### config.mk
export PLATFORM = sky130hd
export DESIGN_NAME = spi_boot_loader_flat
export DESIGN_NICKNAME = d
export VERILOG_FILES = /design/src/rtl/spi_boot_loader_if.sv /design/src/rtl/spi_boot_loader.sv /design/src/flat_wrapper.sv
export SDC_FILE = /design/constraint.sdc
export NUM_CORES = 1
export LEC_CHECK = 0
export BUFFER_PORTS_ARGS = -buffer_cell sky130_fd_sc_hd__buf_4
export CAP_MARGIN = 0
export CORE_MARGIN = 4
export CORE_UTILIZATION = 40
export DETAILED_ROUTE_END_ITERATION = 16
export PLACE_DENSITY_LB_ADDON = 0.3
export SETUP_SLACK_MARGIN = 0.1
export SKIP_CTS_REPAIR_TIMING = 1
export SYNTH_ARGS = -nofsm -noshare
export SYNTH_HDL_FRONTEND = slang
export SYNTH_SLANG_ARGS = --single-unit
### constraint.sdc
create_clock -name clk -period 2.2 [get_ports clk]
set_input_delay 0.11 -clock clk [delete_from_list [all_inputs] [get_ports clk]]
set_output_delay 0.11 -clock clk [all_outputs]
set_load 0.05 [all_outputs]
### src/rtl/spi_boot_loader_if.sv
// SPI pad-side signals and instruction-memory write port of the boot loader.
interface spi_boot_loader_if #(
  parameter int unsigned ADDR_W = 10
);
  logic              spi_sck;
  logic              spi_mosi;
  logic              spi_ss;
  logic              spi_miso;
  logic              imem_we;
  logic [ADDR_W-1:0] imem_addr;
  logic [31:0]       imem_wdata;

  modport master (
    output spi_sck, spi_mosi, spi_ss, imem_we, imem_addr, imem_wdata,
    input  spi_miso
  );

  modport slave (
    input  spi_sck, spi_mosi, spi_ss, imem_we, imem_addr, imem_wdata,
    output spi_miso
  );
endinterface

### src/rtl/spi_boot_loader.sv
// Boot-time SPI flash reader: one READ (0x03) copies BOOT_WORDS words into imem.
// Define KMIE_BOOT_CHECKSUM_EN to read and verify a trailing image checksum word.
module spi_boot_loader #(
  parameter int unsigned CLK_DIV    = 2,
  parameter int unsigned BOOT_WORDS = 1024,
  parameter int unsigned ADDR_W     = 10,
  parameter logic [23:0] FLASH_BASE = 24'h000000
) (
  input  logic              clk,
  input  logic              rst_n,
  spi_boot_loader_if.master bus,
  output logic              boot_sequence_done,
  output logic              boot_error
);

  localparam int unsigned DIV_W = (CLK_DIV > 1) ? $clog2(CLK_DIV) : 1;
  localparam logic [31:0] HDR   = {8'h03, FLASH_BASE};

  typedef enum logic [3:0] {
    StIdle, StCsSetup, StCmd, StAddr, StData, StCsum, StCsHold, StDone, StError
  } state_e;

  state_e            state_q;
  logic [DIV_W-1:0]  div_cnt_q;
  logic [4:0]        bit_cnt_q;
  logic [ADDR_W-1:0] word_cnt_q;
  logic [30:0]       hdr_q;
  logic [30:0]       word_q;
  logic [31:0]       word_next;
  logic [31:0]       word_le;
  logic              div_done;
  logic              last_word;

`ifdef KMIE_BOOT_CHECKSUM_EN
  logic [31:0] csum_q;
  logic        csum_bad_q;
  logic        error_q;
  assign boot_error = error_q;
`else
  assign boot_error = 1'b0;
`endif

  // Bytes arrive MSB-first; the first byte of a word lands in bits [7:0].
  always_comb begin
    word_next = {word_q, bus.spi_miso};
    word_le   = {word_next[7:0], word_next[15:8], word_next[23:16], word_next[31:24]};
    div_done  = (div_cnt_q == DIV_W'(CLK_DIV - 1));
    last_word = (word_cnt_q == ADDR_W'(BOOT_WORDS - 1));
  end

  always_ff @(posedge clk or negedge rst_n) begin
    if (!rst_n) begin
      state_q            <= StIdle;
      div_cnt_q          <= '0;
      bit_cnt_q          <= '0;
      word_cnt_q         <= '0;
      hdr_q              <= '0;
      word_q             <= '0;
      bus.spi_ss         <= 1'b1;
      bus.spi_sck        <= 1'b0;
      bus.spi_mosi       <= 1'b0;
      bus.imem_we        <= 1'b0;
      bus.imem_addr      <= '0;
      bus.imem_wdata     <= '0;
      boot_sequence_done <= 1'b0;
`ifdef KMIE_BOOT_CHECKSUM_EN
      csum_q             <= '0;
      csum_bad_q         <= 1'b0;
      error_q            <= 1'b0;
`endif
    end else begin
      bus.imem_we <= 1'b0;
      unique case (state_q)
        StIdle: begin
          bus.spi_ss   <= 1'b0;
          bus.spi_mosi <= HDR[31];
          hdr_q        <= HDR[30:0];
          state_q      <= StCsSetup;
        end
        StCsSetup: begin
          div_cnt_q <= div_done ? '0 : div_cnt_q + DIV_W'(1);
          if (div_done) state_q <= StCmd;
        end
        StCmd, StAddr, StData, StCsum: begin
          div_cnt_q <= div_done ? '0 : div_cnt_q + DIV_W'(1);
          if (div_done && !bus.spi_sck) begin
            // SCK rises: this is the MISO sampling cycle.
            bus.spi_sck <= 1'b1;
            word_q      <= word_next[30:0];
            if (state_q == StData && bit_cnt_q == 5'd31) begin
              bus.imem_we    <= 1'b1;
              bus.imem_addr  <= word_cnt_q;
              bus.imem_wdata <= word_le;
`ifdef KMIE_BOOT_CHECKSUM_EN
              csum_q         <= csum_q + word_le;
`endif
            end
`ifdef KMIE_BOOT_CHECKSUM_EN
            if (state_q == StCsum && bit_cnt_q == 5'd31) csum_bad_q <= (word_le != csum_q);
`endif
          end else if (div_done) begin
            // SCK falls: MOSI advances with it; the header drains to zeros for DATA.
            bus.spi_sck  <= 1'b0;
            bus.spi_mosi <= hdr_q[30];
            hdr_q        <= {hdr_q[29:0], 1'b0};
            bit_cnt_q    <= bit_cnt_q + 5'd1;
            if (state_q == StCmd && bit_cnt_q == 5'd7) begin
              state_q <= StAddr;
            end else if (bit_cnt_q == 5'd31) begin
              if (state_q == StAddr) begin
                state_q <= StData;
              end else if (state_q == StData) begin
                word_cnt_q <= word_cnt_q + ADDR_W'(1);
`ifdef KMIE_BOOT_CHECKSUM_EN
                if (last_word) state_q <= StCsum;
`else
                if (last_word) state_q <= StCsHold;
`endif
              end else if (state_q == StCsum) begin
                state_q <= StCsHold;
              end
            end
          end
        end
        StCsHold: begin
          bus.spi_ss <= 1'b1;
`ifdef KMIE_BOOT_CHECKSUM_EN
          if (csum_bad_q) begin
            error_q <= 1'b1;
            state_q <= StError;
          end else begin
            boot_sequence_done <= 1'b1;
            state_q            <= StDone;
          end
`else
          boot_sequence_done <= 1'b1;
          state_q            <= StDone;
`endif
        end
        default: ;
      endcase
    end
  end

endmodule
### src/flat_wrapper.sv
// flat-port wrapper written by rule: the top's interface ports become plain ports
module spi_boot_loader_flat 
#(
  parameter int unsigned CLK_DIV    = 2,
  parameter int unsigned BOOT_WORDS = 1024,
  parameter int unsigned ADDR_W     = 10,
  parameter logic [23:0] FLASH_BASE = 24'h000000
)
  (clk, rst_n, boot_sequence_done, boot_error, bus_spi_sck, bus_spi_mosi, bus_spi_ss, bus_imem_we, bus_imem_addr, bus_imem_wdata, bus_spi_miso);
  spi_boot_loader_if #(.ADDR_W(ADDR_W)) bus_i ();
  input  logic clk;
  input  logic rst_n;
  output logic boot_sequence_done;
  output logic boot_error;
  output wire logic [$bits(bus_i.spi_sck)-1:0] bus_spi_sck;
  output wire logic [$bits(bus_i.spi_mosi)-1:0] bus_spi_mosi;
  output wire logic [$bits(bus_i.spi_ss)-1:0] bus_spi_ss;
  output wire logic [$bits(bus_i.imem_we)-1:0] bus_imem_we;
  output wire logic [$bits(bus_i.imem_addr)-1:0] bus_imem_addr;
  output wire logic [$bits(bus_i.imem_wdata)-1:0] bus_imem_wdata;
  input wire logic [$bits(bus_i.spi_miso)-1:0] bus_spi_miso;
  assign bus_spi_sck = bus_i.spi_sck;
  assign bus_spi_mosi = bus_i.spi_mosi;
  assign bus_spi_ss = bus_i.spi_ss;
  assign bus_imem_we = bus_i.imem_we;
  assign bus_imem_addr = bus_i.imem_addr;
  assign bus_imem_wdata = bus_i.imem_wdata;
  assign bus_i.spi_miso = bus_spi_miso;
  spi_boot_loader #(.CLK_DIV(CLK_DIV), .BOOT_WORDS(BOOT_WORDS), .ADDR_W(ADDR_W), .FLASH_BASE(FLASH_BASE)) u_core (.clk(clk), .rst_n(rst_n), .bus(bus_i), .boot_sequence_done(boot_sequence_done), .boot_error(boot_error));
endmodule
==> results of run 1 <==
[layout by cell type, fill, tap and decap left out, types with 2 or more instances in the layout]
master                        n
sky130_fd_sc_hd__nor4_1       4
sky130_fd_sc_hd__a211oi_1     7
sky130_fd_sc_hd__buf_12       3
sky130_fd_sc_hd__dfrtp_1    103
sky130_fd_sc_hd__nor3_1       6
sky130_fd_sc_hd__xor2_1      10
sky130_fd_sc_hd__o21ai_0      2
sky130_fd_sc_hd__nand4_1      3
sky130_fd_sc_hd__nand2_1      6
sky130_fd_sc_hd__inv_1        5
sky130_fd_sc_hd__mux2_4      39
sky130_fd_sc_hd__nand3b_1     6
sky130_fd_sc_hd__clkbuf_16    9
sky130_fd_sc_hd__nor2b_1      4
sky130_fd_sc_hd__a21oi_1      9
sky130_fd_sc_hd__nand3_1      8
sky130_fd_sc_hd__xnor2_1      6
sky130_fd_sc_hd__buf_4       62
sky130_fd_sc_hd__nand2b_1     2
sky130_fd_sc_hd__inv_6        2
sky130_fd_sc_hd__a221oi_1     7
sky130_fd_sc_hd__nor2_1       8
sky130_fd_sc_hd__mux2_2      38
[sequential cells by signal (all words and copies together) (netlist names)]
register,cells
u_core.bus.imem_wdata,32
u_core.word_q,31
u_core.bus.imem_addr,10
u_core.word_cnt_q,10
u_core.hdr_q,7
u_core.bit_cnt_q,5
u_core.state_q,3
u_core.boot_sequence_done,1
u_core.bus.imem_we,1
u_core.bus.spi_mosi,1
u_core.bus.spi_sck,1
u_core.bus.spi_ss,1
u_core.div_cnt_q,1
[through the flow]
step	setup WS, ps	total power [mW]	instances	utilization	setup TNS (ps)
after floorplan	15.21	1.986	315	-	0
after global placement	48.74	2.036	500	0.4666	0
after detailed placement	6.465	2.038	500	0.4666	0
after CTS	-11.92	3.586	516	0.4931	-84.30
after global routing	19.36	3.672	518	0.4957	0
final	103.5	3.535	518	0.4957	0
[layer usage]
metal  vias up  GRT usage
met5         -          0
met4         0    0.04196
met3        13    0.03395
met2        48     0.1975
met1      1345     0.1849
li1       1247          -
[area by class of cell]
| type | count | area [um2] | area share |
|---|---|---|---|
| Inverter | 5 | 18.77 | 0.003463 |
| Clock inverter | 6 | 61.31 | 0.01131 |
| Clock buffer | 10 | 229.0 | 0.04224 |
| Sequential cell | 104 | 2604 | 0.4804 |
| Multi-Input combinational cell | 186 | 1782 | 0.3287 |
| Timing Repair Buffer | 67 | 550.5 | 0.1016 |
| Tap cell | 140 | 175.2 | 0.03232 |
[kinds of logic after synthesis]
logic type,Yosys count,synth area share
simple gates,57,0.07260
flops,104,0.5789
mux,77,0.2253
buf+inv,25,0.03116
compound gates,32,0.05174
xor+xnor,16,0.03115
fa+ha+maj,3,0.008346
other cells,1,0.0008337
[critical path, stage by stage, from the launching register on]
cell and delay (ps):
sky130_fd_sc_hd__dfrtp_1 370, sky130_fd_sc_hd__ha_2 180, sky130_fd_sc_hd__and3_4 190, sky130_fd_sc_hd__ha_4 140, sky130_fd_sc_hd__nand4bb_1 120, sky130_fd_sc_hd__or3b_4 440
sky130_fd_sc_hd__buf_12 190, sky130_fd_sc_hd__mux2_4 320
[final timing paths]
check	startpoint	endpoint	cells past startpoint
setup / recovery	u_core.bit_cnt_q[1]	u_core.bus.imem_wdata[7]	7
max in group asynchronous	rst_n	u_core.bus.imem_wdata[19]	3
min in group asynchronous	rst_n	u_core.word_q[4]	2
setup reg to reg	u_core.bit_cnt_q[1]	u_core.bus.imem_wdata[7]	7
hold / removal	bus_spi_miso	u_core.bus.imem_wdata[24]	2
hold reg to reg	u_core.boot_sequence_done	u_core.boot_sequence_done	1
[report_power, final]
part / internal [mW] / switching (mW) / total [mW]
registers: 1.92 / 0.00867 / 1.93
clock network: 0.796 / 0.742 / 1.54
logic: 0.0191 / 0.0470 / 0.0661
total: 2.74 / 0.797 / 3.54
==> metrics.yaml, run 1 <==
timing:
  setup_viol: 0
  slew_viol_final: 0
  total_count_of_hold_check_failures_in_the_final_report: 0
  rsz_0062_raised_after_global_routing: "true"
  timing.max_slew.rel_slack: 0.6041
  fin_hold_ws_ps: 17.03
  layout_worst_path_cycle_share: 0.9529
  max_freq_ghz: 0.4770
  fin_crit_ps: 2096
  worstMarginPinSlew_ps: 592.7
  fin_worst_skew_ps: 10.95
critical_path:
  timing.critical_path.from_type: "register"
  worstSetupEndpointType: "register"
  timing_worst_setup_path_type: "reg -> reg"
  critPathArrivalTime_ps: 2330
  critical_path_required_ps: 2430
  crit_path_max_fanout: 28
  r2r_slack_ps: 100
grt:
  global_route.usage.total: 0.1308
  grt_start_max_net_pins: 45
  globalRoute.totalOverflow: 0
  grt_pass1_wl_um: 13770
  grt_pass1_vias: 2706
  initial_antenna_violation_count: 0
die:
  die_w_um: 114.0
  die-height_um: 114.0
  top_level_ports: 51
  placementRows: 38
  floorplan.initialDensity: 0.4113
  die-area_um2: 13010
  floorplan.core_area_um2: 10940
placement:
  place.detailed.hpwl_um: 5293
  dpl_cell_area_um2: 5102
  port_buffer_count: 49
  gpl.final_weighted_congestion: 0.7686
synthesis:
  yosys.cell_count.top_type: "sky130_fd_sc_hd__dfrtp_1"
  yosysTopAreaCellShare: 0.5730
  synthesis.instances: 315
  synth.top_cells.by_area: "sky130_fd_sc_hd__dfrtp_1 (57%), sky130_fd_sc_hd__mux2_4 (13%), sky130_fd_sc_hd__mux2_2 (9.5%)"
  prevailing_post_synth_register_cell: "sky130_fd_sc_hd__dfrtp_1"
  async_reset_ff_frac: 1.000
  yosysUniqueCellTypes: 42
  synth-seq-area-share: 0.5789
  post_synth_most_frequent_cells: "sky130_fd_sc_hd__dfrtp_1 (103), sky130_fd_sc_hd__mux2_4 (39), sky130_fd_sc_hd__mux2_2 (38)"
  yosysTopAreaCell: "sky130_fd_sc_hd__dfrtp_1"
  synthesis.area_um2: 4498
  synth_edf_count: 0
  synth.net_count: 321
  synth.ff_latch_count: 104
  synthesis.yosys.warnings: 0
  postSynthAreaPerCell_um2: 14.28
drt:
  via_per_instance_ratio: 5.122
  detail_route.wl_per_cell_um: 15.27
  met2WireLength_um: 3678
  postRouteWirelength_um: 7912
  vias: 2653
  detailroute.wirelength.met3_um: 326
  postRouteAntennaNets: 0
  metal1_wirelength_um: 3794
  drc: 0
  route.top_layer_used: "met4"
  detail_route.iter0.violations: 213
  firstDrtPassIters: 4
cells_and_area:
  fillerInstances: 943
  layout-drive-gt1-share: 0.4444
  ant_cells: 0
  syn2layout_area_growth_pct: 20.50
  finish.net_count: 379
  layout.cell_area.non_filler_um2: 5420
clock_network:
  cts_htree_levels: 3
  cts-root-buf: "sky130_fd_sc_hd__clkbuf_16"
  clk-insertion-delay-late_ps: 340
  clock_tree_from_tritoncts: "done"
  clock_tree_sinks: 104
  cts_buffers: 9
  cts_max_path_buffers: 2
  cts.reportedPaths.clkPinSlew_ps: 80
run_status:
  status: "finished, final reports clean"
power_and_ir_drop:
  vdd_drop_max_uv: 321.2
  power_per_cell_area_nw_per_um2: 652.2
  leakagePower_nw: 2.718
run:
  max_cap_violations: 0
hold_path:
  min_path_type: "in -> reg"
No activity file was read; power rests on OpenSTA's default activity.
==> run 2, diff against run 1 <==
- clock period: 2.2 -> 2.1 ns (I/O delays scaled with it)
==> metrics.yaml, run 2 (synthesis gave the netlist of run 1 again) <==
run_status:
  status: "finished, final reports clean"  # unchanged
timing:
  timing.max_slew.rel_slack: 0.6361  # was 0.6041
  worstMarginPinSlew_ps: 544.8  # was 592.7 ps
  final.setup.tns_ps: 0  # unchanged
  fin_worst_skew_ps: 8.101  # was 10.95 ps
  total_count_of_hold_check_failures_in_the_final_report: 0  # unchanged
  fin_crit_ps: 2092  # was 2096 ps
  fin_hold_ws_ps: 275.3  # was 17.03 ps
  setup_viol: 0  # unchanged
  max_freq_ghz: 0.4779  # was 0.4770 GHz
  slew_viol_final: 0  # unchanged
  rsz_0062_raised_after_global_routing: "true"  # unchanged
  layout_worst_path_cycle_share: 0.9964  # was 0.9529
drt:
  metal1_wirelength_um: 3892  # was 3794 um
  firstDrtPassIters: 4  # unchanged
  route.top_layer_used: "met4"  # unchanged
  met2WireLength_um: 4007  # was 3678 um
  via_per_instance_ratio: 5.145  # was 5.122
  drc: 0  # unchanged
  postRouteAntennaNets: 0  # unchanged
  detail_route.wl_per_cell_um: 15.99  # was 15.27 um
  detailroute.wirelength.met3_um: 368  # was 326 um
  postRouteWirelength_um: 8362  # was 7912 um
  detail_route.iter0.violations: 72  # was 213
  vias: 2691  # was 2,653
power_and_ir_drop:
  power_per_cell_area_nw_per_um2: 674.6  # was 652.2 nW/um2
  leakagePower_nw: 2.786  # was 2.718 nW
  vdd_drop_max_uv: 408.0  # was 321.2 uV
placement:
  gpl.final_weighted_congestion: 0.7300  # was 0.7686
  place.detailed.hpwl_um: 5370  # was 5293 um
  post-place-cells: 501  # was 500
  port_buffer_count: 49  # unchanged
cells_and_area:
  post-route-util: 0.5050  # was 0.4957
  fillerInstances: 970  # was 943
  flip_flop_count_of_the_largest_register_all_copies_and_words_added: 32  # unchanged
  finish.net_count: 384  # was 379
  layout_commonest_cell: "sky130_fd_sc_hd__dfrtp_1"  # unchanged
  layout_top_registers: "u_core.bus.imem_wdata x32, u_core.word_q x31"  # unchanged
  syn2layout_area_growth_pct: 22.78  # was 20.50%
  ant_cells: 0  # unchanged
  layout-drive-gt1-share: 0.4595  # was 0.4444
  largest-register: "u_core.bus.imem_wdata"  # unchanged
  fin_cells: 523  # was 518
  most-common-layout-cells: "sky130_fd_sc_hd__dfrtp_1 (103), sky130_fd_sc_hd__buf_4 (64), sky130_fd_sc_hd__mux2_4 (39)"  # was sky130_fd_sc_hd__dfrtp_1 (103), sky130_fd_sc_hd__buf_4 (62), sky130_fd_sc_hd__mux2_4 (39)
grt:
  grt_start_max_net_pins: 41  # was 45
  initial_antenna_violation_count: 0  # unchanged
  grt_pass1_vias: 2714  # was 2,706
  global_route.usage.total: 0.1305  # was 0.1308
  grt_pass1_wl_um: 13720  # was 13,770 um
  globalRoute.totalOverflow: 0  # unchanged
critical_path:
  timing.critical_path.buf_inv: 1  # unchanged
  critPathArrivalTime_ps: 2320  # was 2330 ps
  crit_slowest_cell: "sky130_fd_sc_hd__or3b_4"  # unchanged
  worstPathCellList: "ha_2 -> and3_4 -> ha_4 -> nand4bb_4 -> or3b_4 -> buf_12 -> mux2_4"  # was ha_2 -> and3_4 -> ha_4 -> nand4bb_1 -> or3b_4 -> buf_12 -> mux2_4
  timing.critical_path.max_delay_family: "simple AND/OR/NAND/NOR gates"  # unchanged
  critical_path_required_ps: 2320  # was 2430 ps
  crit_path_max_incr_delay_ps: 480  # was 440 ps
  timing_worst_setup_path_type: "reg -> reg"  # unchanged
  crit_path_max_fanout: 15  # was 28
  timing.critical_path.from_type: "register"  # unchanged
  worstSetupEndpointType: "register"  # unchanged
die:
  die-area_um2: 13010  # unchanged
  die_w_um: 114.0  # unchanged
  floorplan.initialDensity: 0.4113  # unchanged
  die-height_um: 114.0  # unchanged
  top_level_ports: 51  # unchanged
  placementRows: 38  # unchanged
  floorplan.core_area_um2: 10940  # unchanged
clock_network:
  cts_buffers: 9  # unchanged
  clock_tree_sinks: 104  # unchanged
  cts_htree_levels: 3  # unchanged
  clk-insertion-delay-late_ps: 340  # about the same
  cts.reportedPaths.clkPinSlew_ps: 70  # was 80 ps
  cts-root-buf: "sky130_fd_sc_hd__clkbuf_16"  # unchanged
  clock_tree_from_tritoncts: "done"  # unchanged
  cts_max_path_buffers: 2  # unchanged
run:
  max_cap_violations: 0  # unchanged
hold_path:
  min_path_type: "in -> async"  # was in -> reg
[run 2: cell count changes in the layout (fill, tap and decap cells not counted), sizes merged]
cell / previous run / this run
clkinv: 2 / 3
clkinvlp: 1 / 0
dlygate4sd3: 1 / 2
clkbuf: 10 / 11
buf: 66 / 69
[run 2: cell type report]
cell class / count / area [um2] / area share
flip-flops and latches: 104 / 2604 / 0.4715
inverters: 5 / 18.77 / 0.003398
repair buffers: 72 / 616.8 / 0.1117
clock inverters: 6 / 62.56 / 0.01133
well taps: 140 / 175.2 / 0.03172
clock buffers: 10 / 229.0 / 0.04146
multi-input cells: 186 / 1817 / 0.3290
[run 2: worst paths after layout]
kind	from	to	slack [ps]	depth (start not counted)
min in group clk	u_core.boot_sequence_done	u_core.boot_sequence_done	470	1
min	rst_n	u_core.bus.imem_wdata[28]	280	2
max	u_core.bit_cnt_q[1]	u_core.bus.imem_addr[4]	8	7
min reg2reg	u_core.boot_sequence_done	u_core.boot_sequence_done	470	1
max reg2reg	u_core.bit_cnt_q[1]	u_core.bus.imem_addr[4]	8	7
max in group asynchronous	rst_n	u_core.bus.imem_wdata[6]	1170	3
[run 2: where the power goes]
part	leakage, nW	internal [mW]	switching [mW]
combinational	1.25	0.0223	0.0503
sequential	1.39	2.01	0.00935
clock	0.142	0.837	0.793
[run 2: through the flow]
| step | power [mW] | cell area (um2) | setup slack (ps) |
|---|---|---|---|
| after floorplan | 2.081 | 4524 | -84.79 |
| final | 3.726 | 5523 | 7.535 |
| after CTS | 3.782 | 5414 | -112.1 |
| after global routing | 3.862 | 5523 | -69.80 |
| after detailed placement | 2.137 | 5122 | -88.47 |
| after global placement | 2.134 | 5122 | -27.02 |
[run 2: routing by layer]
metal,vias up,global-route usage
met5,-,0
met4,0,0.04830
met3,12,0.02865
met2,62,0.1991
met1,1357,0.1835
li1,1260,-
[run 2: worst reg2reg max path, cell delays in order, from the launching register on]
cell and delay [ps]:
sky130_fd_sc_hd__dfrtp_1 370, sky130_fd_sc_hd__ha_2 180, sky130_fd_sc_hd__and3_4 190, sky130_fd_sc_hd__ha_4 150
sky130_fd_sc_hd__nand4bb_4 110, sky130_fd_sc_hd__or3b_4 480, sky130_fd_sc_hd__buf_12 190, sky130_fd_sc_hd__mux2_4 310
==> run 3, diff against run 2 <==
==> constraint.sdc (replaced) <==
create_clock -name clk -period 2.1 [get_ports clk]
set_input_delay 0.315 -clock clk [delete_from_list [all_inputs] [get_ports clk]]
set_output_delay 0.315 -clock clk [all_outputs]
set_load 0.05 [all_outputs]
==> metrics.yaml, run 3 (synthesis gave the netlist of run 1 again) <==
run_status:
  status: "finished, violations left"  # was finished, final reports clean
  failed_checks: "setup timing"
cells_and_area:
  most-common-layout-cells: "sky130_fd_sc_hd__dfrtp_1 (103), sky130_fd_sc_hd__buf_4 (66), sky130_fd_sc_hd__mux2_4 (39)"  # was sky130_fd_sc_hd__dfrtp_1 (103), sky130_fd_sc_hd__buf_4 (64), sky130_fd_sc_hd__mux2_4 (39)
  layout-drive-gt1-share: 0.4623  # was 0.4595
  layout_commonest_cell: "sky130_fd_sc_hd__dfrtp_1"  # unchanged
  layout.cell_area.non_filler_um2: 5565  # was 5523 um2
  flip_flop_count_of_the_largest_register_all_copies_and_words_added: 32  # unchanged
  layout_top_registers: "u_core.bus.imem_wdata x32, u_core.word_q x31"  # unchanged
  largest-register: "u_core.bus.imem_wdata"  # unchanged
  ant_cells: 0  # unchanged
  fin_cells: 525  # was 523
  finish.net_count: 386  # was 384
  syn2layout_area_growth_pct: 23.73  # was 22.78%
  fillerInstances: 937  # was 970
die:
  placementRows: 38  # unchanged
  floorplan.core_area_um2: 10940  # unchanged
  die_w_um: 114.0  # unchanged
  die-area_um2: 13010  # unchanged
  floorplan.initialDensity: 0.4113  # unchanged
  die-height_um: 114.0  # unchanged
  top_level_ports: 51  # unchanged
placement:
  gpl.final_weighted_congestion: 0.7634  # was 0.7300
  place.detailed.hpwl_um: 5263  # was 5370 um
  dpl_cell_area_um2: 5110  # was 5122 um2
  port_buffer_count: 49  # unchanged
  post-place-cells: 501  # unchanged
critical_path:
  worstSetupEndpointType: "register"  # unchanged
  critPathArrivalTime_ps: 2350  # was 2320 ps
  crit_path_max_fanout: 9  # was 15
  timing.critical_path.from_type: "register"  # unchanged
  timing_worst_setup_path_type: "reg -> reg"  # unchanged
  critical_path_required_ps: 2330  # was 2320 ps
run:
  max_cap_violations: 0  # unchanged
power_and_ir_drop:
  power.share.switching: 0.2344  # was 0.2289
  finalPower_mw: 3.769  # was 3.726 mW
  p_switching_uw: 883.5  # was 852.9 uW
  cellInternalPower_mw: 2.886  # was 2.873 mW
  share_seq_of_total_power: 0.537  # was 0.543
  power.combinational.fraction: 0.018  # was 0.019
  vdd_drop_max_uv: 626.1  # was 408.0 uV
  leakagePower_nw: 2.815  # was 2.786 nW
  power_per_cell_area_nw_per_um2: 677.3  # was 674.6 nW/um2
  clock_power_share: 0.445  # was 0.438
clock_network:
  cts_htree_levels: 3  # unchanged
  cts_max_path_buffers: 2  # unchanged
  clock_tree_sinks: 104  # unchanged
  cts-root-buf: "sky130_fd_sc_hd__clkbuf_16"  # unchanged
  cts_buffers: 9  # unchanged
  clk-insertion-delay-late_ps: 350  # was 340 ps
  clock_tree_from_tritoncts: "done"  # unchanged
  cts.reportedPaths.clkPinSlew_ps: 80  # was 70 ps
drt:
  postRouteWirelength_um: 8546  # was 8362 um
  postRouteAntennaNets: 0  # unchanged
  drc: 0  # unchanged
  vias: 2672  # was 2,691
  via_per_instance_ratio: 5.090  # was 5.145
  detail_route.wl_per_cell_um: 16.28  # was 15.99 um
  detail_route.iter0.violations: 159  # was 72
  firstDrtPassIters: 4  # unchanged
timing:
  worstMarginPinSlew_ps: 497.9  # was 544.8 ps
  slew_viol_final: 0  # unchanged
  layout_worst_path_cycle_share: 1.013  # was 0.9964
  total_count_of_hold_check_failures_in_the_final_report: 0  # unchanged
  max_freq_ghz: 0.4700  # was 0.4779 GHz
  fin_crit_ps: 2128  # was 2092 ps
  final_critical_path_setup_slack_ps: -27.84  # was 7.535 ps
  rsz_0062_raised_after_global_routing: "true"  # unchanged
  final.setup.tns_ps: -404.0  # was 0 ps
  timing.max_slew.rel_slack: 0.6674  # was 0.6361
  fin_worst_skew_ps: 13.21  # was 8.101 ps
  setup_viol: 29  # was 0
grt:
  global_route.usage.total: 0.1270  # was 0.1305
  grt_pass1_vias: 2658  # was 2,714
  grt_pass1_wl_um: 13380  # was 13,720 um
  initial_antenna_violation_count: 0  # unchanged
  grt_start_max_net_pins: 61  # was 41
  globalRoute.totalOverflow: 0  # unchanged
hold_path:
  min_path_type: "in -> reg"  # was in -> async
[run 3: cell count changes in the layout (fill, tap and decap cells not counted)]
cell,before,now
sky130_fd_sc_hd__nor4_2,3,1
sky130_fd_sc_hd__clkbuf_16,10,12
sky130_fd_sc_hd__buf_4,64,66
sky130_fd_sc_hd__clkbuf_1,1,0
sky130_fd_sc_hd__clkinv_8,1,3
sky130_fd_sc_hd__inv_6,2,1
sky130_fd_sc_hd__dlygate4sd3_1,2,1
sky130_fd_sc_hd__nor4_1,1,3
sky130_fd_sc_hd__buf_12,4,3
[run 3: stage by stage]
stage / util / hold slack, ps / setup slack [ps]
2_1_floorplan: - / 19.41 / -84.79
3_3_place_gp: 0.4673 / 289.7 / -42.53
3_5_place_dp: 0.4673 / 292.7 / -106.7
4_1_cts: 0.4958 / -77.41 / -114.8
5_1_grt: 0.5089 / 214.2 / -90.55
6_report: 0.5089 / 213.0 / -27.84
[run 3: final cells by class]
class | count | area (um2) | share of cell area
Clock inverter | 7 | 86.33 | 0.01551
Sequential cell | 104 | 2604 | 0.4679
Inverter | 5 | 18.77 | 0.003372
Tap cell | 140 | 175.2 | 0.03147
Clock buffer | 9 | 225.2 | 0.04047
Multi-Input combinational cell | 186 | 1804 | 0.3242
Timing Repair Buffer | 74 | 651.9 | 0.1171
[run 3: metal layers]
| layer | wire length [um] | vias up | global-route usage |
|---|---|---|---|
| li1 | - | 1263 | - |
| met1 | 4199 | 1348 | 0.1871 |
| met2 | 3909 | 53 | 0.1889 |
| met3 | 350 | 8 | 0.02759 |
| met4 | 86 | 0 | 0.03800 |
| met5 | 0 | - | 0 |
[run 3: path summary, 6_finish.rpt]
kind / from / to / slack [ps] / cells past startpoint
min in group asynchronous: rst_n / u_core.bus.imem_wdata[28] / 460 / 2
max: u_core.bit_cnt_q[0] / u_core.bus.imem_wdata[12] / -30 / 7
max reg2reg: u_core.bit_cnt_q[0] / u_core.bus.imem_wdata[12] / -30 / 7
min reg2reg: u_core.boot_sequence_done / u_core.boot_sequence_done / 470 / 1
min: bus_spi_miso / u_core.word_q[0] / 210 / 2
max in group asynchronous: rst_n / u_core.div_cnt_q / 1000 / 3
[run 3: power groups by stage]
stage | registers [mW] | clock network [mW] | logic, mW
final | 2.02 | 1.68 | 0.0693
after detailed placement | 2.06 | 0 | 0.0721
after CTS | 2.02 | 1.72 | 0.0720
after global routing | 2.03 | 1.81 | 0.0805
after floorplan | 2.06 | 0 | 0.0174
after global placement | 2.06 | 0 | 0.0703
[run 3: worst max-delay path, stage by stage, from the launching register on]
cell and delay [ps]:
sky130_fd_sc_hd__dfrtp_1 360, sky130_fd_sc_hd__ha_2 190, sky130_fd_sc_hd__and3_4 200, sky130_fd_sc_hd__ha_4 160, sky130_fd_sc_hd__nand4bb_4 110, sky130_fd_sc_hd__or3b_4 490
sky130_fd_sc_hd__clkbuf_16 210, sky130_fd_sc_hd__mux2_4 300
